## src/rtl/mips_mem_pkg.sv

```systemverilog
// Shared constants, SRAM strobe patterns and FSM states for the data-memory
// arbiter of the SingleCycleMIPS_FPU datapath.
package mips_mem_pkg;

    localparam int unsigned AW = 7;
    localparam int unsigned DW = 32;

    // {CEN, WEN, OEN}, all active-low
    typedef logic [2:0] strobe_t;
    localparam strobe_t STB_IDLE  = 3'b111;
    localparam strobe_t STB_READ  = 3'b010;
    localparam strobe_t STB_WRITE = 3'b001;

    typedef enum logic {
        IDLE  = 1'b0,
        BEAT1 = 1'b1
    } state_t;

endpackage

```

## src/rtl/dmem_arbiter_rr_arb2.sv

```systemverilog
// Two-requester round-robin decision: one-hot grant, the port that did not
// win last time takes a contested cycle.
module rr_arb2 (
    input  logic [1:0] i_req,
    input  logic       i_last,
    output logic [1:0] o_gnt
);

    always_comb begin
        o_gnt = i_req;
        if (i_req == 2'b11) begin
            o_gnt = i_last ? 2'b01 : 2'b10;
        end
    end

endmodule

```

## src/rtl/dmem_arbiter.sv

```systemverilog
// Shares the single synchronous data-SRAM port between the integer (port 0)
// and FPU (port 1) load/store paths, with two-beat double-word sequencing.
module dmem_arbiter #(
    parameter int unsigned AW = mips_mem_pkg::AW,
    parameter int unsigned DW = mips_mem_pkg::DW
) (
    input  logic            clk,
    input  logic            rst_n,
    input  logic            m0_req,
    input  logic            m0_we,
    input  logic            m0_dbl,
    input  logic [AW-1:0]   m0_addr,
    input  logic [2*DW-1:0] m0_wdata,
    output logic            m0_gnt,
    output logic            m0_rvalid,
    output logic [DW-1:0]   m0_rdata,
    input  logic            m1_req,
    input  logic            m1_we,
    input  logic            m1_dbl,
    input  logic [AW-1:0]   m1_addr,
    input  logic [2*DW-1:0] m1_wdata,
    output logic            m1_gnt,
    output logic            m1_rvalid,
    output logic [DW-1:0]   m1_rdata,
    output logic            CEN,
    output logic            WEN,
    output logic            OEN,
    output logic [AW-1:0]   A,
    output logic [DW-1:0]   Data2Mem,
    input  logic [DW-1:0]   ReadDataMem
);

    import mips_mem_pkg::*;

    state_t          r_state;
    state_t          w_state_nxt;
    logic            r_last;
    logic            r_owner;
    logic            r_we;
    logic [AW-1:0]   r_addr;
    logic [DW-1:0]   r_wdata;
    logic            r_rd_pend;
    logic            r_rd_owner;

    logic [1:0]      w_arb_gnt;
    logic            w_win;
    logic            w_any;
    logic            w_we;
    logic            w_dbl;
    logic [AW-1:0]   w_addr;
    logic [2*DW-1:0] w_wdata;

    logic            w_issue;
    logic            w_iss_owner;
    logic            w_iss_we;
    logic [AW-1:0]   w_iss_addr;
    logic [DW-1:0]   w_iss_data;
    logic [1:0]      w_gnt;
    strobe_t         w_stb;

    rr_arb2 u_arb (
        .i_req  ({m1_req, m0_req}),
        .i_last (r_last),
        .o_gnt  (w_arb_gnt)
    );

    assign w_win   = w_arb_gnt[1];
    assign w_any   = |w_arb_gnt;
    assign w_we    = w_win ? m1_we    : m0_we;
    assign w_dbl   = w_win ? m1_dbl   : m0_dbl;
    assign w_addr  = w_win ? m1_addr  : m0_addr;
    assign w_wdata = w_win ? m1_wdata : m0_wdata;

    always_comb begin
        w_state_nxt = r_state;
        w_issue     = 1'b0;
        w_iss_owner = 1'b0;
        w_iss_we    = 1'b0;
        w_iss_addr  = '0;
        w_iss_data  = '0;
        w_gnt       = '0;
        case (r_state)
            IDLE: begin
                // Gated by reset so a held request cannot leak a grant while reset is high
                if (w_any && !rst_n) begin
                    w_issue     = 1'b1;
                    w_iss_owner = w_win;
                    w_iss_we    = w_we;
                    w_iss_addr  = w_addr;
                    w_iss_data  = w_wdata[DW-1:0];
                    if (w_dbl) begin
                        w_state_nxt = BEAT1;
                    end else begin
                        w_gnt[w_win] = 1'b1;
                    end
                end
            end
            BEAT1: begin
                w_issue        = 1'b1;
                w_iss_owner    = r_owner;
                w_iss_we       = r_we;
                w_iss_addr     = r_addr;
                w_iss_data     = r_wdata;
                w_gnt[r_owner] = 1'b1;
                w_state_nxt    = IDLE;
            end
            default: w_state_nxt = IDLE;
        endcase
    end

    assign w_stb         = !w_issue ? STB_IDLE : (w_iss_we ? STB_WRITE : STB_READ);
    assign {CEN, WEN, OEN} = w_stb;
    assign A             = w_issue ? w_iss_addr : '0;
    assign Data2Mem      = (w_issue && w_iss_we) ? w_iss_data : '0;
    assign m0_gnt        = w_gnt[0];
    assign m1_gnt        = w_gnt[1];

    always_ff @(posedge clk or posedge rst_n) begin
        if (rst_n) begin
            r_state    <= IDLE;
            r_last     <= 1'b1;
            r_owner    <= 1'b0;
            r_we       <= 1'b0;
            r_addr     <= '0;
            r_wdata    <= '0;
            r_rd_pend  <= 1'b0;
            r_rd_owner <= 1'b0;
        end else begin
            r_state    <= w_state_nxt;
            r_rd_pend  <= w_issue && !w_iss_we;
            r_rd_owner <= w_iss_owner;
            if (|w_gnt) begin
                r_last <= w_iss_owner;
            end
            if (r_state == IDLE && w_issue && w_dbl) begin
                r_owner <= w_win;
                r_we    <= w_we;
                r_addr  <= w_addr + 1'b1;
                r_wdata <= w_wdata[2*DW-1:DW];
            end
        end
    end

    assign m0_rvalid = r_rd_pend && !r_rd_owner;
    assign m1_rvalid = r_rd_pend &&  r_rd_owner;
    assign m0_rdata  = m0_rvalid ? ReadDataMem : '0;
    assign m1_rdata  = m1_rvalid ? ReadDataMem : '0;

endmodule

```

## config.mk

```make
export PLATFORM = sky130hd
export DESIGN_NAME = dmem_arbiter
export DESIGN_NICKNAME = d
export VERILOG_FILES = /design/src/rtl/mips_mem_pkg.sv /design/src/rtl/dmem_arbiter_rr_arb2.sv /design/src/rtl/dmem_arbiter.sv
export SDC_FILE = /design/constraint.sdc
export NUM_CORES = 1
export LEC_CHECK = 0
export ABC_AREA = 1
export CORE_AREA = 2 2 113 115
export CTS_CLUSTER_SIZE = 25
export DETAILED_ROUTE_END_ITERATION = 8
export DIE_AREA = 0 0 115 117
export PLACE_DENSITY = 0.7
export SLEW_MARGIN = 10
export SYNTH_ARGS = -nofsm -noshare
export SYNTH_HDL_FRONTEND = slang
export SYNTH_SLANG_ARGS = --single-unit
```

## constraint.sdc

```tcl
create_clock -name clk -period 6.3 [get_ports clk]
set_input_delay 1.26 -clock clk [delete_from_list [all_inputs] [get_ports clk]]
set_output_delay 1.26 -clock clk [all_outputs]
set_load 0.01 [all_outputs]
```

**Word level (Yosys, flattened, before mapping)**

Cells that the tools add are included.

- Word-level logic and storage cells: 61
- Bits in registers: 45

- Equal/unequal tests: 1
- Add/subtract/negate cells: 1
- Order comparisons: 4
- Multiplexer cells: 32
- Bitwise operators: 1
- Reduce and logical (&&, ||, !) cells: 14

Operator list:

| operator | count |
|---|---|
| 32-bit 2-to-1 mux | 4 |
| 64-bit 2-to-1 mux | 1 |
| 32-bit one-hot mux with 2 select lines | 1 |
| 7-bit 2-to-1 mux | 3 |
| 7-bit one-hot mux with 2 select lines | 1 |
| 2-bit 2-to-1 mux | 5 |
| 1-bit logical AND | 9 |
| 1-bit 2-to-1 mux | 9 |
| 1-bit one-hot mux with 2 select lines | 4 |
| 7-bit by 1-bit adder with 7-bit output (second input constant) | 1 |
| 1-bit by 2-bit less-than comparator with 1-bit output (second input constant) | 2 |
| 2-bit one-hot mux with 2 select lines | 1 |
| 2-bit OR reduction | 2 |
| 1-bit logical NOT | 3 |
| 3-bit 2-to-1 mux | 1 |
| 1-bit demux with 1-bit select | 2 |
| 2-bit == test (second input constant) | 1 |
| 1-bit >= comparator (second input constant) | 2 |
| 1-bit NOT | 1 |

**Longest topological paths before layout**

Gate-level depths: netlist (run 1).

- Word-level depth: 10
- Mapped depth: 12
- Depth with buffers taken out: 11

**Hierarchy**

From an unflattened synthesis (run 1), not the netlist that was laid out.

- Cells, all modules: 611
- Area, all modules: 3688.5 um^2

Modules (own cells, without submodules):

| module | instances | area an instance (um^2) | sequential area each (um^2) | cells each |
|---|---|---|---|---|
| dmem_arbiter | 1 | 3667.3 | 1127.3 | 606 |
| rr_arb2 | 1 | 21.3 | 0.0 | 5 |

**Least setup slack after synthesis (run 1)**

Ideal clock, no wire load.

- Path type: input-to-output
- Start point: input port rst_n
- End point: output port A[4]
- Cell stages on the path: 6
- Setup slack: 1.757 ns
- Data required time: 5.040 ns
- Path buffers: 1
- Arrival: 3.283 ns
- Cells stage by stage: inv_1 o21ai_2 nor2_4 buf_2 inv_1 o21ai_0

- Word-level cells in the longest chain between the ends: 5
- Elaborated cells on any way between the ends: 7
- Those cells by class: 5 x mux; 2 x reduce/logical

RTL lines:

| item | RTL line | text |
|---|---|---|
| from (decl) | dmem_arbiter.sv:8 | `input logic rst_n,` |
| 1-bit logical NOT (no line) (*) | -- |  |
| 1-bit logical AND (*) | dmem_arbiter.sv:85 | `if (w_any && !rst_n) begin` |
| 7-bit 2-to-1 mux / 1-bit 2-to-1 mux (equally long branches) | dmem_arbiter.sv:85 |  |
| 7-bit one-hot mux with 2 select lines / 1-bit one-hot mux with 2 select lines (equally long branches) | dmem_arbiter.sv:82 | `case (r_state)` |
| 7-bit 2-to-1 mux (*) | dmem_arbiter.sv:113 | `assign A = w_issue ? w_iss_addr : '0;` |
| to (decl) | dmem_arbiter.sv:28 | `output logic [AW-1:0] A,` |

Mark *: on every way between the ends. The rest lies on a longest branch, timed or not.

**Worst setup path after layout (run 1)**

- Start point: input port m0_req
- End point: output port Data2Mem[31]

- Word-level cells in the longest chain between the ends: 8
- Elaborated cells on any way between the ends: 14
- Those cells by class: 1 x eq/ne; 10 x mux; 3 x reduce/logical

RTL lines:

| item | RTL line | text |
|---|---|---|
| from (decl) | dmem_arbiter.sv:9 | `input logic m0_req,` |
| 2-bit == test | dmem_arbiter_rr_arb2.sv:11 | `if (i_req == 2'b11) begin` |
| 2-bit 2-to-1 mux (*) | dmem_arbiter_rr_arb2.sv:11 |  |
| 2-bit OR reduction | dmem_arbiter.sv:68 | `assign w_any = \|w_arb_gnt;` |
| 1-bit logical AND | dmem_arbiter.sv:85 |  |
| 1-bit 2-to-1 mux | dmem_arbiter.sv:85 |  |
| 1-bit one-hot mux with 2 select lines | dmem_arbiter.sv:82 |  |
| 1-bit logical AND | dmem_arbiter.sv:114 | `assign Data2Mem = (w_issue && w_iss_we) ? w_iss_data : '0;` |
| 32-bit 2-to-1 mux (*) | dmem_arbiter.sv:114 |  |
| to (decl) | dmem_arbiter.sv:29 | `output logic [DW-1:0] Data2Mem,` |

Marks and branches as above.

==> results of run 1 <==
[cells in the mapped netlist, types with 2 or more instances]
cell type	count	area (um^2)
dfrtp_1	44	1101
buf_2	22	110.1
clkbuf_1	22	82.58
a31oi_1	33	206.5
a22o_1	2	17.52
nand2_1	142	533.0
nor2_1	105	394.1
a21oi_1	2	10.01
nand3_1	141	705.7
o22ai_1	2	12.51
buf_4	2	15.01
nand2_2	2	12.51
o21ai_0	5	25.02
inv_1	85	319.1
o21ai_1	8	40.04
[through the flow]
| stage | std cells | power (mW) | instance area [um^2] |
|---|---|---|---|
| 6_report | 1038 | 1.275 | 6804 |
| 5_1_grt | 1038 | 1.366 | 6804 |
| 2_1_floorplan | 627 | 0.6979 | 3682 |
| 4_1_cts | 1038 | 1.290 | 6803 |
| 3_5_place_dp | 1030 | 0.9797 | 6630 |
| 3_3_place_gp | 1030 | 0.9724 | 6630 |
[power groups by stage]
stage	sequential [mW]	combinational, mW	clock, mW
finish	0.424	0.545	0.306
detailed placement	0.429	0.551	0
global route	0.436	0.608	0.321
CTS	0.424	0.552	0.314
global placement	0.425	0.547	0
floorplan	0.409	0.289	0
[path summary, 6_finish.rpt]
kind	startpoint	end	cells after the start
setup reg to reg	r_state$_DFF_PP0_	r_addr[3]$_DFFE_PP0P_	6
min in group asynchronous	rst_n	r_wdata[20]$_DFFE_PP0P_	3
setup / recovery	m0_req	Data2Mem[31]	11
hold reg to reg	r_last$_DFFE_PP1P_	r_last$_DFFE_PP1P_	2
hold / removal	r_last$_DFFE_PP1P_	r_last$_DFFE_PP1P_	2
max in group asynchronous	rst_n	r_state$_DFF_PP0_	3
[registers in the layout, summed over array words and instances (netlist names)]
register    flops
r_rd_owner      1
r_owner         1
r_we            1
r_wdata        32
r_rd_pend       1
r_addr          7
r_state         1
r_last          1
[area by class of cell]
| class | instances | area [um^2] | area share [%] |
|---|---|---|---|
| sequential | 45 | 1129 | 16.59 |
| inverter | 87 | 327.8 | 4.818 |
| timing repair buffer | 300 | 2975 | 43.73 |
| clock buffer | 7 | 142.6 | 2.096 |
| multi-input combinational | 448 | 2012 | 29.57 |
| tap | 150 | 187.7 | 2.758 |
| clock inverter | 1 | 30.03 | 0.4413 |
[per-layer routing]
layer	GRT usage (%)	vias up	part of all wire, %	wire length (um)
li1	-	2509	-	-
met2	39.45	198	52	7834
met4	4.177	0	1.1	174
met1	25.34	2185	39	5980
met5	0	-	0	0
met3	4.480	12	7.8	1187
[kinds of logic after synthesis]
family	share of synthesized area (%)
AND/OR/NAND/NOR	45.33
buffers and inverters	14.81
AO/OA/AOI/OAI	8.903
flip-flops	30.62
adder cells (fa/ha/maj)	0.3397
[critical path, stage by stage]
cell             delay [ns]
clkdlybuf4s50_1        0.53
nand2_1                0.12
nand2_2                0.13
nand2_1                0.08
nand2_1                0.06
nand2_1                0.05
nand2_1                0.29
buf_4                  0.35
o21ai_1                0.11
inv_1                  0.06
clkdlybuf4s50_1        0.52
==> flow_summary.yaml, run 1 <==
status:
  status: "finished clean"
routing:
  vias: 4904
  routed_via_density: 4.724
  detail_route.wl_per_cell_um: 14.62
  drt-initial-drc-count: 228
  ant_nets: 0
  drcViolationCount: 0
  wl_mm: 15.18
  drt_pre_antenna_iters: 5
synth:
  syn_inst: 627
  synth_edf_count: 0
  ys_ff_latch: 45
  ys.flop_type: "dfrtp_1"
  ys_seq_area_share_pct: 30.62
  synth_cell_type_count: 25
  async_flop_share_pct: 100.0
  syn_area_per_cell_um2: 5.873
  synth_nets: 810
  syn-cell-area_um2: 3682
  yosysWarnings: 0
floorplanning:
  fp.coreArea_um2: 12310
  die_area_um2: 13460
  start_util_pct: 29.91
  ioPinCount: 292
  die_h_um: 117
  die_x_um: 115
  num_rows: 41
grt:
  grt_max_degree: 76
  grt_pass1_wl_mm: 22.71
  grt.total_usage_pct: 21.21
  grt_overflow: 0
  grt_pass1_vias: 4440
  antenna_found_initial: 0
placement:
  portBuffers: 291
  gp_congestion: 0.8774
  place_hpwl_mm: 11.47
  post-place-ws_ns: 1.437
power:
  leakage_nw: 3.194
  p_int_mw: 0.8555
  ir_drop_mv: 0.1080
  pwr_density_cell_nw_per_um2: 187.3
  seqPwrFrac_pct: 33.2
  power_frac_comb_pct: 42.8
  clockPowerShare_pct: 24.0
  switching_share_pct: 32.88
  p_sw_mw: 0.4191
timing:
  period_minus_slack_ns: 4.837
  setup_violations: 0
  period_share_pct: 76.77
  worstMarginPinSlew_ns: 1.043
  drv_slew: 0
  fin_skew_ns: 0.006888
  setup_tns_ns: 0
  rsz0062_at_grt: "false"
  slew_headroom_pct: 30.31
  max_freq_mhz: 206.8
  setup_ws_ns: 1.463
  whs_ns: 0.4751
  hold_violations: 0
clock_network:
  root_buffer: "clkbuf_16"
  post_cts_buffers: 0
  htreeDepth: 2
  clock-sinks: 45
  cts_buffers: 5
  clkTransAtPathRegs_ns: 0.06
  clk_latency_ns: 0.28
  clk_path_buf_depth: 2
  cts_tree: "built"
  cts_resized: 0
  hold_buffers: 0
setup_path:
  crit_path_start_kind: "primary input"
  crit_type: "in -> out"
  cp-end-kind: "output port"
  r2r_slack_ns: 3.38
  cp.arrival_ns: 3.58
  worstPathRequired_ns: 5.04
  path_max_fanout: 24
cells_and_area:
  drive_gt1_share_pct: 3.041
  mostFrequentLayoutCells: "clkdlybuf4s50_1 (290), nand2_1 (142), nand3_1 (141), nor2_1 (104), inv_1 (84)"
  utilization_pct: 55.26
  final_common_cell: "clkdlybuf4s50_1"
  fillCellCount: 1252
  antennaDiodeCount: 0
  nets: 1070
  area_delta_synth_final_pct: 84.78
hold_path:
  hold_path_class: "reg -> reg"
flow_run:
  cap_violations: 0
Power figures use the tool's default switching activity.
==> inputs of run 2 (changes only) <==
--- a/config.mk
+++ b/config.mk
@@ -6,11 +6,11 @@
 export NUM_CORES = 1
 export LEC_CHECK = 0
 export ABC_AREA = 1
-export CORE_AREA = 2 2 113 115
+export CORE_AREA = 2 2 114 116
 export CTS_CLUSTER_SIZE = 25
 export DETAILED_ROUTE_END_ITERATION = 8
-export DIE_AREA = 0 0 115 117
-export PLACE_DENSITY = 0.7
+export DIE_AREA = 0 0 116 118
+export PLACE_DENSITY = 0.69
 export SLEW_MARGIN = 10
 export SYNTH_ARGS = -nofsm -noshare
 export SYNTH_HDL_FRONTEND = slang
==> constraint.sdc (replaced) <==
create_clock -name clk -period 4.61 [get_ports clk]
set_input_delay 0.922 -clock clk [delete_from_list [all_inputs] [get_ports clk]]
set_output_delay 0.922 -clock clk [all_outputs]
set_load 0.01 [all_outputs]
==> run 2 against run 1 <==
Compared with the run above:
- largest power group unchanged
- critical path type unchanged
- clock power is 38% higher
- flip-flop and latch count unchanged
- sequential power rose by 36%
- via count up 0.65%
- first-iteration DRC count down 23%
- cell count grew 2.4%
- clock skew down 0.0020 ns
==> flow_summary.yaml, run 2 (synthesis gave the netlist of run 1 again) <==
timing:
  fin_skew_ns: 0.004886
  drv_slew: 0
  period_share_pct: 90.32
  setup_ws_ns: 0.4462
  rsz0062_at_grt: "false"
  hold_violations: 0
  setup_tns_ns: 0
  slew_headroom_pct: 30.72
  worstMarginPinSlew_ns: 1.037
  period_minus_slack_ns: 4.164
  setup_violations: 0
  max_freq_mhz: 240.2
setup_path:
  path_max_fanout: 38
  cp_cell_sequence: "clkdlybuf4s50_1, nand2_1, buf_4, nand3_1, nand2_1, nand2_1, nand2_1, buf_4, nand2_1, inv_1, clkdlybuf4s50_1"
  worstPathRequired_ns: 3.69
  r2r.worst_path.cells: 10
  cp.arrival_ns: 3.24
  slowest_stage: "clkdlybuf4s50_1"
  path_common_cell: "nand2_1"
  cp-end-kind: "output port"
  crit_type: "in -> out"
  worst_path_largest_cell_delay_ns: 0.53
  crit_path_start_kind: "primary input"
hold_path:
  hold_path_class: "reg -> reg"
  holdPathStages: 2
status:
  status: "finished clean"
placement:
  post-place-ws_ns: 0.4681
  portBuffers: 291
  placed_area_um2: 6693
  place_hpwl_mm: 11.94
  gp_congestion: 0.9101
grt:
  grt.total_usage_pct: 22.11
  grt_max_degree: 50
  grt_pass1_wl_mm: 24.04
  grt_overflow: 0
  antenna_found_initial: 0
  grt_pass1_vias: 4730
cells_and_area:
  fillCellCount: 1236
  nets: 1073
  design_area_um2: 6865
  largest_reg_flops: 32
  final_common_cell: "clkdlybuf4s50_1"
  antennaDiodeCount: 0
  utilization_pct: 55.30
  regMostFlops: "r_wdata"
  area_delta_synth_final_pct: 86.44
  mostFrequentLayoutCells: "clkdlybuf4s50_1 (290), nand2_1 (142), nand3_1 (141), nor2_1 (104), inv_1 (84)"
  drive_gt1_share_pct: 3.367
  reg_top3: "r_wdata: 32 flops, r_addr: 7 flops"
clock_network:
  clk_latency_ns: 0.28
  clkTransAtPathRegs_ns: 0.06
  hold_buffers: 0
  cts_resized: 0
  clock-sinks: 45
  cts_tree: "built"
  htreeDepth: 2
  root_buffer: "clkbuf_16"
  cts_buffers: 5
  clk_path_buf_depth: 2
  post_cts_buffers: 0
floorplanning:
  fp.coreArea_um2: 12410
  ioPinCount: 292
  start_util_pct: 29.66
  die_x_um: 116
  die_h_um: 118
  num_rows: 41
  die_area_um2: 13690
power:
  pwr_density_cell_nw_per_um2: 255.7
  p_int_mw: 1.174
  clockPowerShare_pct: 24.0
  ir_drop_mv: 0.1803
  power_frac_comb_pct: 43.1
  seqPwrFrac_pct: 32.9
  switching_share_pct: 33.12
  power_mw: 1.755
  leakage_nw: 3.213
  p_sw_mw: 0.5813
routing:
  ant_nets: 0
  routed_via_density: 4.643
  detail_route.wl_per_cell_um: 14.79
  drt-initial-drc-count: 175
  vias: 4936
  drcViolationCount: 0
  drt_pre_antenna_iters: 4
  wl_mm: 15.72
flow_run:
  cap_violations: 0
[run 2: changes by cell type in the layout (fill, tap and decap cells not counted)]
cell and change:
inv_2 +1, buf_4 +2, buf_12 +1, clkinv_2 -1
[run 2: per-stage QoR]
step                hold slack, ns  instances
floorplan                   0.4460        627
detailed placement          0.4581       1055
CTS                         0.4674       1063
global placement            0.4564       1055
finish                      0.4667       1063
global route                0.4795       1063
[run 2: final cells by class]
class                           count  area (um^2)  share of cell area (%)
Clock buffer                        7        142.6                   2.078
Timing Repair Buffer              303         3010                   43.85
Sequential cell                    45         1129                   16.44
Inverter                           87        326.6                   4.757
Clock inverter                      1        30.03                  0.4374
Multi-Input combinational cell    448         2012                   29.31
Tap cell                          172        215.2                   3.135
[run 2: metal layers]
metal  part of all wire (%)  vias to the layer above  global-route usage [%]  wire length, um
met5                      0                        -                       0                0
met4                    1.6                        0                   5.357              250
met3                    8.5                       16                   4.995             1341
met2                     51                      194                   41.01             7980
met1                     39                     2210                   25.21             6147
li1                       -                     2516                       -                -
[run 2: worst max-delay path, delay by kind of cell]
| kind | cells | cell delay, ns |
|---|---|---|
| simple gates | 6 | 0.62 |
| buf+inv | 5 | 1.68 |
[run 2: power by group through the flow]
stage | logic [mW] | clock network [mW] | registers, mW
2_1_floorplan | 0.395 | 0 | 0.559
3_3_place_gp | 0.756 | 0 | 0.578
3_5_place_dp | 0.763 | 0 | 0.583
4_1_cts | 0.765 | 0.435 | 0.577
5_1_grt | 0.840 | 0.450 | 0.592
6_report | 0.756 | 0.422 | 0.577
[run 2: path summary, 6_finish.rpt]
| kind | from | to | slack [ns] |
|---|---|---|---|
| max | m0_req | Data2Mem[17] | 0.45 |
| min | r_last$_DFFE_PP1P_ | r_last$_DFFE_PP1P_ | 0.47 |
| max reg2reg | r_last$_DFFE_PP1P_ | r_wdata[6]$_DFFE_PP0P_ | 2.10 |
| min reg2reg | r_last$_DFFE_PP1P_ | r_last$_DFFE_PP1P_ | 0.47 |
| max in group asynchronous | rst_n | r_state$_DFF_PP0_ | 3.00 |
| min in group asynchronous | rst_n | r_owner$_DFFE_PP0P_ | 1.18 |
